[config.mk]
export PLATFORM = sky130hd
export DESIGN_NAME = ps2_scan_decoder
export DESIGN_NICKNAME = d
export VERILOG_FILES = /design/src/rtl/ps2_scan_decoder.sv
export SDC_FILE = /design/constraint.sdc
export NUM_CORES = 1
export LEC_CHECK = 0
export CORE_MARGIN = 3
export CORE_UTILIZATION = 30
export CTS_CLUSTER_SIZE = 10
export DETAILED_ROUTE_END_ITERATION = 10
export DONT_BUFFER_PORTS = 1
export GPL_ROUTABILITY_DRIVEN = 0
export MAX_ROUTING_LAYER = met4
export PLACE_DENSITY = 0.43
export SYNTH_ARGS = -nofsm -noshare
export SYNTH_HDL_FRONTEND = slang
export SYNTH_SLANG_ARGS = --single-unit
[constraint.sdc]
create_clock -name clk -period 3.5 [get_ports clk]
set_clock_uncertainty 0.05 [all_clocks]
set_input_delay 0.7 -clock clk [delete_from_list [all_inputs] [get_ports clk]]
set_output_delay 0.7 -clock clk [all_outputs]
set_load 0.1 [all_outputs]
[src/rtl/ps2_scan_decoder.sv]
// PS/2 scan-code decoder: make/break tracking, held-key ASCII map, press counter, 6-digit display.
// Optional shift handling is compiled in with `define PS2_SHIFT_EN.
module ps2_scan_decoder #(
  parameter int CNT_W = 8
) (
  input  logic             clk,
  input  logic             resetn,
  input  logic             code_en,
  input  logic [7:0]       code,
  output logic             key_down,
  output logic [7:0]       scan_code,
  output logic [7:0]       ascii,
  output logic [CNT_W-1:0] press_cnt,
  output logic [6:0]       hex0,
  output logic [6:0]       hex1,
  output logic [6:0]       hex2,
  output logic [6:0]       hex3,
  output logic [6:0]       hex4,
  output logic [6:0]       hex5
);

  typedef enum logic [0:0] {
    IDLE = 1'b0,
    BRK  = 1'b1
  } state_t;

  localparam logic [6:0] SEG_BLANK = 7'h7F;

  // Active-low {g,f,e,d,c,b,a} hex glyphs
  function automatic logic [6:0] seg7(input logic [3:0] n);
    logic [6:0] s;
    case (n)
      4'h0:    s = 7'h40;
      4'h1:    s = 7'h79;
      4'h2:    s = 7'h24;
      4'h3:    s = 7'h30;
      4'h4:    s = 7'h19;
      4'h5:    s = 7'h12;
      4'h6:    s = 7'h02;
      4'h7:    s = 7'h78;
      4'h8:    s = 7'h00;
      4'h9:    s = 7'h10;
      4'hA:    s = 7'h08;
      4'hB:    s = 7'h03;
      4'hC:    s = 7'h46;
      4'hD:    s = 7'h21;
      4'hE:    s = 7'h06;
      4'hF:    s = 7'h0E;
      default: s = SEG_BLANK;
    endcase
    return s;
  endfunction

  // Set-2 make code to ASCII; letters are offset from 'a' or 'A' depending on shift
  function automatic logic [7:0] map_ascii(input logic [7:0] c, input logic shift);
    logic [7:0] base;
    logic [7:0] a;
    base = shift ? 8'h41 : 8'h61;
    case (c)
      8'h1C: a = base + 8'd0;
      8'h32: a = base + 8'd1;
      8'h21: a = base + 8'd2;
      8'h23: a = base + 8'd3;
      8'h24: a = base + 8'd4;
      8'h2B: a = base + 8'd5;
      8'h34: a = base + 8'd6;
      8'h33: a = base + 8'd7;
      8'h43: a = base + 8'd8;
      8'h3B: a = base + 8'd9;
      8'h42: a = base + 8'd10;
      8'h4B: a = base + 8'd11;
      8'h3A: a = base + 8'd12;
      8'h31: a = base + 8'd13;
      8'h44: a = base + 8'd14;
      8'h4D: a = base + 8'd15;
      8'h15: a = base + 8'd16;
      8'h2D: a = base + 8'd17;
      8'h1B: a = base + 8'd18;
      8'h2C: a = base + 8'd19;
      8'h3C: a = base + 8'd20;
      8'h2A: a = base + 8'd21;
      8'h1D: a = base + 8'd22;
      8'h22: a = base + 8'd23;
      8'h35: a = base + 8'd24;
      8'h1A: a = base + 8'd25;
      8'h45: a = 8'h30;
      8'h16: a = 8'h31;
      8'h1E: a = 8'h32;
      8'h26: a = 8'h33;
      8'h25: a = 8'h34;
      8'h2E: a = 8'h35;
      8'h36: a = 8'h36;
      8'h3D: a = 8'h37;
      8'h3E: a = 8'h38;
      8'h46: a = 8'h39;
      8'h29: a = 8'h20;
      8'h5A: a = 8'h0D;
      default: a = 8'h00;
    endcase
    return a;
  endfunction

  state_t           state_q, state_d;
  logic             en_q, en_d;
  logic             en_dly_q, en_dly_d;
  logic [7:0]       code_q, code_d;
  logic             key_down_q, key_down_d;
  logic [7:0]       scan_code_q, scan_code_d;
  logic [7:0]       ascii_q, ascii_d;
  logic [CNT_W-1:0] press_cnt_q, press_cnt_d;
  logic [6:0]       hex0_q, hex0_d, hex1_q, hex1_d, hex2_q, hex2_d;
  logic [6:0]       hex3_q, hex3_d, hex4_q, hex4_d, hex5_q, hex5_d;
  logic             evt_s;
  logic             shift_cur_s;
  logic             is_shift_s;
  logic [7:0]       cnt_disp_s;
`ifdef PS2_SHIFT_EN
  logic             shift_q, shift_d;
`endif

  // Input stage is registered, so the edge detect lands one cycle after code_en is sampled
  assign evt_s = en_q & ~en_dly_q;

`ifdef PS2_SHIFT_EN
  assign shift_cur_s = shift_q;
  assign is_shift_s  = (code_q == 8'h12) || (code_q == 8'h59);
`else
  assign shift_cur_s = 1'b0;
  assign is_shift_s  = 1'b0;
`endif

  // Next-state: event detect, make/break FSM, counter, display encode from next-state values
  always_comb begin
    en_d        = code_en;
    en_dly_d    = en_q;
    code_d      = code_q;
    state_d     = state_q;
    key_down_d  = key_down_q;
    scan_code_d = scan_code_q;
    ascii_d     = ascii_q;
    press_cnt_d = press_cnt_q;
`ifdef PS2_SHIFT_EN
    shift_d     = shift_q;
`endif
    if (code_en) begin
      code_d = code;
    end else begin
      code_d = code_q;
    end

    if (evt_s) begin
      case (state_q)
        IDLE: begin
          if (code_q == 8'hF0) begin
            state_d = BRK;
          end else if (code_q == 8'hE0) begin
            state_d = IDLE;
          end else if (is_shift_s) begin
`ifdef PS2_SHIFT_EN
            shift_d = 1'b1;
`endif
          end else if (key_down_q && (code_q == scan_code_q)) begin
            state_d = IDLE;
          end else begin
            scan_code_d = code_q;
            ascii_d     = map_ascii(code_q, shift_cur_s);
            key_down_d  = 1'b1;
            press_cnt_d = press_cnt_q + {{(CNT_W-1){1'b0}}, 1'b1};
          end
        end
        BRK: begin
          state_d = IDLE;
          if (is_shift_s) begin
`ifdef PS2_SHIFT_EN
            shift_d = 1'b0;
`endif
          end else if (code_q == scan_code_q) begin
            key_down_d = 1'b0;
          end else begin
            key_down_d = key_down_q;
          end
        end
        default: state_d = IDLE;
      endcase
    end else begin
      state_d = state_q;
    end

    cnt_disp_s = 8'(press_cnt_d);
    if (key_down_d) begin
      hex0_d = seg7(scan_code_d[3:0]);
      hex1_d = seg7(scan_code_d[7:4]);
      hex2_d = seg7(ascii_d[3:0]);
      hex3_d = seg7(ascii_d[7:4]);
    end else begin
      hex0_d = SEG_BLANK;
      hex1_d = SEG_BLANK;
      hex2_d = SEG_BLANK;
      hex3_d = SEG_BLANK;
    end
    hex4_d = seg7(cnt_disp_s[3:0]);
    hex5_d = seg7(cnt_disp_s[7:4]);
  end

  // State and output registers with synchronous active-low reset
  always_ff @(posedge clk) begin
    if (!resetn) begin
      en_q        <= 1'b0;
      en_dly_q    <= 1'b0;
      code_q      <= 8'h00;
      state_q     <= IDLE;
      key_down_q  <= 1'b0;
      scan_code_q <= 8'h00;
      ascii_q     <= 8'h00;
      press_cnt_q <= '0;
      hex0_q      <= SEG_BLANK;
      hex1_q      <= SEG_BLANK;
      hex2_q      <= SEG_BLANK;
      hex3_q      <= SEG_BLANK;
      hex4_q      <= 7'h40;
      hex5_q      <= 7'h40;
`ifdef PS2_SHIFT_EN
      shift_q     <= 1'b0;
`endif
    end else begin
      en_q        <= en_d;
      en_dly_q    <= en_dly_d;
      code_q      <= code_d;
      state_q     <= state_d;
      key_down_q  <= key_down_d;
      scan_code_q <= scan_code_d;
      ascii_q     <= ascii_d;
      press_cnt_q <= press_cnt_d;
      hex0_q      <= hex0_d;
      hex1_q      <= hex1_d;
      hex2_q      <= hex2_d;
      hex3_q      <= hex3_d;
      hex4_q      <= hex4_d;
      hex5_q      <= hex5_d;
`ifdef PS2_SHIFT_EN
      shift_q     <= shift_d;
`endif
    end
  end

  assign key_down  = key_down_q;
  assign scan_code = scan_code_q;
  assign ascii     = ascii_q;
  assign press_cnt = press_cnt_q;
  assign hex0      = hex0_q;
  assign hex1      = hex1_q;
  assign hex2      = hex2_q;
  assign hex3      = hex3_q;
  assign hex4      = hex4_q;
  assign hex5      = hex5_q;

endmodule

Word level (Yosys, flattened, before mapping)
Memories as Yosys holds them, arrays and structs flattened. A register that Yosys moved wholly into a read port is not among the register bits.
Cells that the tools add are included.
Storage, ports and cells
  flip-flop bits (word level): 36
  bits in read-only memories: 672
  input port bits: 11
  output and inout bits: 67
  logic and storage cells: 91
  memories kept: 6
Memories
  (name not given): depth 16, bits a word 7, read ports 1, clocked after Yosys merged registers in 1, wr ports 0, line 32  | case (n)
  (name not given): depth 16, bits a word 7, read ports 1, clocked after Yosys merged registers in 1, wr ports 0, line 32
  (name not given): depth 16, bits a word 7, read ports 1, clocked after Yosys merged registers in 1, wr ports 0, line 32
  (name not given): depth 16, bits a word 7, read ports 1, clocked after Yosys merged registers in 1, wr ports 0, line 32
  (name not given): depth 16, bits a word 7, read ports 1, clocked after Yosys merged registers in 1, wr ports 0, line 32
  (name not given): depth 16, bits a word 7, read ports 1, clocked after Yosys merged registers in 1, wr ports 0, line 32
Operators by class
  add/sub/neg operators: 1
  equal/unequal tests: 41
  mux-type cells: 24
  bitwise gates (word level): 3
  reduce and logical (&&, ||, !) cells: 8
Operators by type and width (number)
  $pmux 7 s38: 1
  $eq 8x6->1 const B: 23
  $mux 8: 15
  $eq 8x7->1 const B: 8
  $eq 8x5->1 const B: 7
  $eq 8x8->1 const B: 2
  $add 8x1->8 const B: 1
  $eq 8x8->1: 1
  $logic_not 1->1: 6
  $mux 1: 6
  $pmux 1 s2: 2
  $not 1->1: 2
  $reduce_and 2->1: 1
  $and 1x1->1: 1
  $logic_and 1x1->1: 1

Longest topological paths before layout
Gate-level depths: netlist (run 1).
  word-level depth: 9
  mapped depth: 13
  depth with buffers taken out: 10

Worst setup path after synthesis (run 1)
Ideal clock, no wire load.
  kind: register -> register
  start point: register scan_code_q[6] (netlist: scan_code[6])
  end point: register hex0_q[3] (netlist: hex0[3])
  setup time: 0.125 ns
  arrival: 3.648 ns
  required time: 3.325 ns
  slack: -0.323 ns
  stages on the path, launching flop included: 12
  path buffers: 3
  period minus slack after synthesis: 3.823 ns
  cells stage by stage: dfxtp_1 > xor2_1 > nor4_4 > a31o_4 > buf_6 > buf_8 > buf_6 > mux2i_2 > inv_1 > ha_1 > mux4_2 > nand2b_1
Between the ends
  elaborated cells on any way between the ends: 15
  those cells by class: eq/ne (1); mux (11); reduce/logical (3)
RTL lines
  from (decl): line 108  | logic [7:0] scan_code_q, scan_code_d;
  from (signal assigned): line 231  | scan_code_q <= scan_code_d;
  $eq 8x8->1: line 162  | end else if (key_down_q && (code_q == scan_code_q)) begin
  $logic_and 1x1->1: line 162
  $mux 8: line 162
  $mux 8: line 156  | end else if (code_q == 8'hE0) begin
  $mux 8: line 154  | if (code_q == 8'hF0) begin
  $mux 8: line 152  | case (state_q)
  $mux 8: line 151  | if (evt_s) begin
  net scan_code_d[1]: line 108
  to (decl): line 111  | logic [6:0] hex0_q, hex0_d, hex1_q, hex1_d, hex2_q, hex2_d;
The timed path passes the listed nets, and every way through them passes these cells.
A chain may end at the register's enable or synchronous reset.

Final worst setup path (run 1)
  start point: register code_q[1]
  end point: register hex2_q[0] (netlist: hex2[0])
Between the ends
  elaborated cells on any way between the ends: 56
  those cells by class: eq/ne (41); mux (12); reduce/logical (3)
RTL lines
  from (decl): line 106  | logic [7:0] code_q, code_d;
  from (signal assigned): line 228  | code_q <= code_d;
  $eq 8x7->1, or another cell as far along: line 59  | case (c)
  $pmux 7 s38 or $logic_and 1x1->1 (tied branches): line 59, 162
  $mux 8: line 162
  $mux 8: line 156
  $mux 8 *: line 154
  $mux 8 *: line 152
  $mux 8 *: line 151
  net ascii_d[0]: line 109  | logic [7:0] ascii_q, ascii_d;
  to (decl): line 111
The timed path passes the listed nets; every way through them passes the cells marked *.

==> results of run 1 <==
==> stage by stage <==
stage | setup slack (ps) | cell area, sq um | utilization | total power [mW] | cells
after global placement | 186 | 5610 | 0.346 | 1.85 | 795
after floorplan | 28.9 | 5080 | - | 1.72 | 554
after detailed placement | 205 | 5610 | 0.346 | 1.85 | 795
after CTS | 169 | 5940 | 0.366 | 2.91 | 811
final | 250 | 5960 | 0.367 | 2.86 | 811
after global routing | 27.5 | 5960 | 0.367 | 2.99 | 811
==> per-layer routing <==
layer | track usage | up-vias | wire, um
met5 | - | - | 0
met3 | 0.0448 | 12 | 863
met1 | 0.228 | 2043 | 6950
met4 | 0.0504 | 0 | 213
li1 | - | 2082 | -
met2 | 0.228 | 114 | 6130
==> synth_stat cells (12+ instances only) <==
cell type,instances
dfxtp_1,78
nor2_1,53
ha_1,36
inv_1,30
nand2_1,29
mux2i_1,23
o21ai_0,22
a21oi_1,18
nand3_1,15
buf_2,13
xor2_1,12
==> power breakdown <==
group / switching, mW / internal [mW]
Sequential: 0.374 / 0.951
Combinational: 0.321 / 0.184
Clock: 0.389 / 0.646
==> how the worst max path moves through the flow <==
stage	end	start	slack [ps]	cells past startpoint
after global routing	hex2[0]	code_q[1]	30	12
after floorplan	hex5[3]	press_cnt[2]	30	8
after global placement	hex2[0]	code_q[5]	190	11
final	hex2[0]	code_q[1]	250	10
after CTS	hex3[3]	code_q[3]	170	10
after detailed placement	hex2[0]	code_q[7]	200	10
==> cells by family (layout without fill, tap and decap cells) <==
logic type,after synthesis,after routing,synth area share
xor gates and xnor gates,20,20,0.0361
AOI/OAI and AO/OA,136,136,0.212
buffers and inverters,67,108,0.0662
muxes,35,35,0.0837
adders and majority gates,36,36,0.0889
and+or+nand+nor,182,182,0.205
DFF,78,78,0.308
==> worst register-to-register path, stage by stage (launching register included) <==
cell,delay (ps)
dfxtp_1,520
or4b_1,520
or4_1,430
nand3_1,150
a2111oi_1,80
buf_4,160
o21ai_0,240
inv_1,130
ha_1,240
or3_1,390
a31o_1,230
==> repair_timing <==
item                       CTS  global route
setup buffers                0             0
resized for setup            0             7
setup endpoints to repair    0             4
==> final cells by class <==
class / instances / area (sq um) / share of cell area
multi-input cells: 409 / 3180 / 0.534
clock buffers: 11 / 243 / 0.0408
inverters: 31 / 116 / 0.0195
repair buffers: 61 / 487 / 0.0817
flip-flops and latches: 78 / 1580 / 0.264
well taps: 216 / 270 / 0.0454
clock inverters: 5 / 82.6 / 0.0139
==> state kept, by name (all words and copies together), names as in the netlist <==
signal     flops
hex2           7
hex3           7
ascii          8
hex0           7
hex5           7
scan_code      8
hex4           7
en_dly_d       1
code_q         8
en_dly_q       1
hex1           7
press_cnt      8
state_q        1
key_down       1
==> flow_metrics.tcl, run 1 <==
set metrics [dict create \
    layout_common_cells "67 x dfxtp_1, 58 x buf_4, 53 x nor2_1" \
    synth_top_area_share 0.308 \
    synth_area_leaders "dfxtp_1 31%, ha_1 8.9%, mux2i_1 4.5%" \
    crit_type "reg2reg" \
    period_share 0.929 \
    via_per_inst 5.24 \
    maxCapViolCount 0 \
    drtIter0Drc 338 \
    cp_top_family "simple AND/OR/NAND/NOR gates" \
    r2r_cells 10 \
    fin_crit_ps 3250 \
    yosysUniqueCellTypes 93 \
    via_count 4251 \
    postCtsHoldBufs 0 \
    hold_end "hex4[6]" \
    max-slew-margin-rel 0.359 \
    antennaDiodeCount 0 \
    track_usage 0.163 \
    setup_viol 0 \
    hold_path.class "in2reg" \
    worstPathRequired_ps 3680 \
    final_layout_size_suffix_gt1_frac 0.212 \
    cts_tree "yes" \
    h-tree-depth 3 \
    vdd_drop_max_uv 225 \
    insertion_delay_ps 340 \
    grt_overflow_total 0 \
    start_util 0.312 \
    dp_hpwl_mm 10.4 \
    critical_path_buf_inv_count 2 \
    cp-start-kind "register" \
    synthArstFlopShare 0 \
    nNetsFinal 637 \
    syn_nets 601 \
    num_rows 46 \
    p_leak_nw 2.45 \
    grt_setup_unrepaired "false" \
    syn_to_final_growth_pct 17.5 \
    syn_avg_cell_area_sq_um 9.15 \
    finalMaxSlewViolations 0 \
    die_w_um 136 \
    synth_top_area_cell "dfxtp_1" \
    synth_area_sq_mm 0.00507 \
    fillers 1674 \
    crit_chain "or4b_1, or4_1, nand3_1, a2111oi_1, buf_4, o21ai_0, inv_1, ha_1, or3_1, a31o_1" \
    cts.clk_slew.worst_paths_ps 60 \
    grt_max_degree 41 \
    drc 0 \
    yosys_warnings 0 \
    grt_pass1_vias 4156 \
    die_y_um 136 \
    first_pass_iters 5 \
    hold_start "resetn" \
    path_max_fanout 6 \
    worst_pin_slew_ps 960 \
    cts_root_buf "clkbuf_16" \
    grt_antenna_before_repair 0 \
    clockBufferDepth 2 \
    min_path_cells 1 \
    final_common_cell "dfxtp_1" \
    reg2reg_slack_ps 250 \
    powerDensity_mw_per_mm2 481 \
    hold_viol 0 \
    outcome "complete, no violations" \
    fin_hold_ws_ps 386 \
    critPathArrivalTime_ps 3430 \
    worstSetupEndpointType "register" \
    core_sq_mm 0.0162 \
    postSynthCellCount 554 \
    ys_ff_latch 78 \
    top_level_ports 78 \
    ant_nets 0 \
    synth_edf_count 0 \
    port_buffers 0 \
    r2r_end "hex2[0]" \
    cts_made_buffers 9 \
    ys_seq_area_frac 0.308 \
    fmax_mhz 308 \
    fp.dieArea_sq_mm 0.0185 \
    slowest_delay_ps 520 \
    setup_tns_ps 0 \
    r2r_start "code_q[1]" \
    synth_ff_type "dfxtp_1" \
    worst_path_max_delay_cell "dfxtp_1" \
    wire_per_inst_um 17.5 \
    grt_pass1_wl_mm 23.1 \
    clock_sinks 78 \
    totalWireLength_mm 14.2 \
]
Note: power is estimated with default switching activity, not from simulation.
==> run 2, diff against run 1 <==
--- a/config.mk
+++ b/config.mk
@@ -5,12 +5,14 @@
 export SDC_FILE = /design/constraint.sdc
 export NUM_CORES = 1
 export LEC_CHECK = 0
+export CAP_MARGIN = 10
 export CORE_MARGIN = 3
 export CORE_UTILIZATION = 30
 export CTS_CLUSTER_SIZE = 10
 export DETAILED_ROUTE_END_ITERATION = 10
 export DONT_BUFFER_PORTS = 1
 export GPL_ROUTABILITY_DRIVEN = 0
+export GPL_TIMING_DRIVEN = 0
 export MAX_ROUTING_LAYER = met4
 export PLACE_DENSITY = 0.43
 export SYNTH_ARGS = -nofsm -noshare
==> run 2 against run 1 <==
Effect of this change: register-to-register slack got worse by 90 ps; global-route usage rose by 0.61 points; sequential power grew 5%; total power down 1.0%; via count down 1.2%; maximum frequency is 2.7% lower; setup slack lost 89 ps; largest power group unchanged.
==> flow_metrics.tcl, run 2 (synthesized netlist as in run 1, its figures left out) <==
set metrics [dict create \
    outcome "complete, no violations" \
    drc 0 \
    pwr-share-comb 0.157 \
    grt_overflow_total 0 \
    first_pass_iters 5 \
    track_usage 0.169 \
    worstPathRequired_ps 3650 \
    cp_top_family "multiplexers" \
    maxCapViolCount 0 \
    h-tree-depth 3 \
    cp-start-kind "register" \
    cp_common_cell "buf_8" \
    clock_power_share 0.352 \
    min_path_cells 1 \
    cts.clk_slew.worst_paths_ps 60 \
    reg2reg_slack_ps 160 \
    totalWireLength_mm 14.9 \
    fmax_mhz 300 \
    fin_util 0.361 \
    wl_met3_um 825 \
    nNetsFinal 618 \
    crit_type "reg2reg" \
    setup_viol 0 \
    wl_met1_mm 7.24 \
    syn_to_final_growth_pct 15.7 \
    final_layout_size_suffix_gt1_frac 0.194 \
    hold_viol 0 \
    crit_chain "xor2_2, nor4_4, a31o_4, buf_6, buf_8, buf_8, mux2i_4, inv_1, ha_1, mux4_2, nand2b_1" \
    r2r_start "scan_code[6]" \
    path_depth 11 \
    grt_max_degree 13 \
    cts_made_buffers 9 \
    swShare 0.382 \
    fillers 1667 \
    fin_crit_ps 3340 \
    final_common_cell "dfxtp_1" \
    via_count 4200 \
    port_buffers 0 \
    antennaDiodeCount 0 \
    cts_root_buf "clkbuf_16" \
    r2r_cells 11 \
    die_y_um 136 \
    max-slew-margin-rel 0.182 \
    power.switching_mw 1.08 \
    cts_tree "yes" \
    finalMaxSlewViolations 0 \
    wire_per_inst_um 18.9 \
    period_share 0.954 \
    critical_path_buf_inv_count 4 \
    grt_pass1_wl_mm 23.7 \
    worst_path_max_delay_cell "dfxtp_4" \
    path_max_fanout 10 \
    seq_power_share 0.491 \
    die_w_um 136 \
    worstSetupEndpointType "register" \
    drtIter0Drc 357 \
    seq_area_sq_mm 0.00160 \
    powerDensity_mw_per_mm2 484 \
    top_layer_used "met4" \
    p_int_mw 1.75 \
    via_per_inst 5.30 \
    hold_end "en_dly_q" \
    grt_antenna_before_repair 0 \
    worst_pin_slew_ps 1220 \
    num_rows 46 \
    critPathArrivalTime_ps 3490 \
    grt_pass1_vias 4212 \
    fin_cells 792 \
    insertion_delay_ps 340 \
    clockBufferDepth 2 \
    clock_sinks 78 \
    core_sq_mm 0.0162 \
    slowest_delay_ps 560 \
    vdd_drop_max_uv 300 \
    start_util 0.312 \
    hold_start "en_dly_d" \
    hold_path.class "reg2reg" \
    wl_met2_mm 6.44 \
    postCtsHoldBufs 0 \
    r2r_end "hex1[3]" \
    top_level_ports 78 \
    layout_common_cells "64 x dfxtp_1, 53 x nor2_1, 36 x ha_1" \
    p_leak_nw 2.32 \
    placed_cells 770 \
    dp_hpwl_mm 11.0 \
    multi_input_area_sq_mm 0.00328 \
    fp.dieArea_sq_mm 0.0185 \
    totalPowerFinal_mw 2.84 \
    ant_nets 0 \
]
[run 2: cell count changes in the layout (fill, tap and decap cells not counted), sizes merged]
cell | previous run | this run
clkinv | 3 | 2
bufinv | 2 | 1
buf | 61 | 28
clkbuf | 11 | 27
[run 2: per-layer routing]
layer | vias to the layer above | track usage
met1 | 1994 | 0.234
li1 | 2050 | -
met3 | 19 | 0.0422
met2 | 137 | 0.231
met5 | - | -
met4 | 0 | 0.0778
[run 2: power by group through the flow]
stage               clock [mW]  sequential, mW  combinational [mW]
CTS                       1.03            1.39               0.430
global route              1.07            1.40               0.490
finish                   0.998            1.39               0.445
floorplan                    0            1.40               0.319
detailed placement           0            1.41               0.415
global placement             0            1.41               0.414
[run 2: how the worst max path moves through the flow]
stage	startpoint	end	slack, ps
floorplan	press_cnt[2]	hex5[3]	30
global placement	scan_code[2]	hex1[3]	-460
detailed placement	scan_code[2]	hex1[3]	-460
CTS	press_cnt[2]	hex5[3]	20
global route	scan_code[6]	hex1[3]	-10
finish	scan_code[6]	hex1[3]	160
[run 2: cell type report]
type,count,share of cell area
Multi-Input combinational cell,409,0.559
Sequential cell,78,0.273
Clock buffer,13,0.0478
Tap cell,216,0.0461
Buffer,36,0.0393
Inverter,31,0.0198
Timing Repair Buffer,6,0.00768
Clock inverter,3,0.00683
[run 2: repair_timing]
item,4_1_cts,5_1_grt
setup endpoints to repair,28,13
buffers inserted,2,4
pin swaps,2,4
gates resized for setup,18,21
[run 2: stage by stage]
step | setup WS, ps | cell area, sq um | TNS [ps] | hold slack [ps]
floorplan | 28.9 | 5080 | 0 | 381
global placement | -462 | 5350 | -4750 | 397
detailed placement | -465 | 5350 | -4680 | 412
CTS | 18.5 | 5740 | 0 | 435
global route | -9.70 | 5860 | -18.1 | 454
finish | 161 | 5860 | 0 | 437
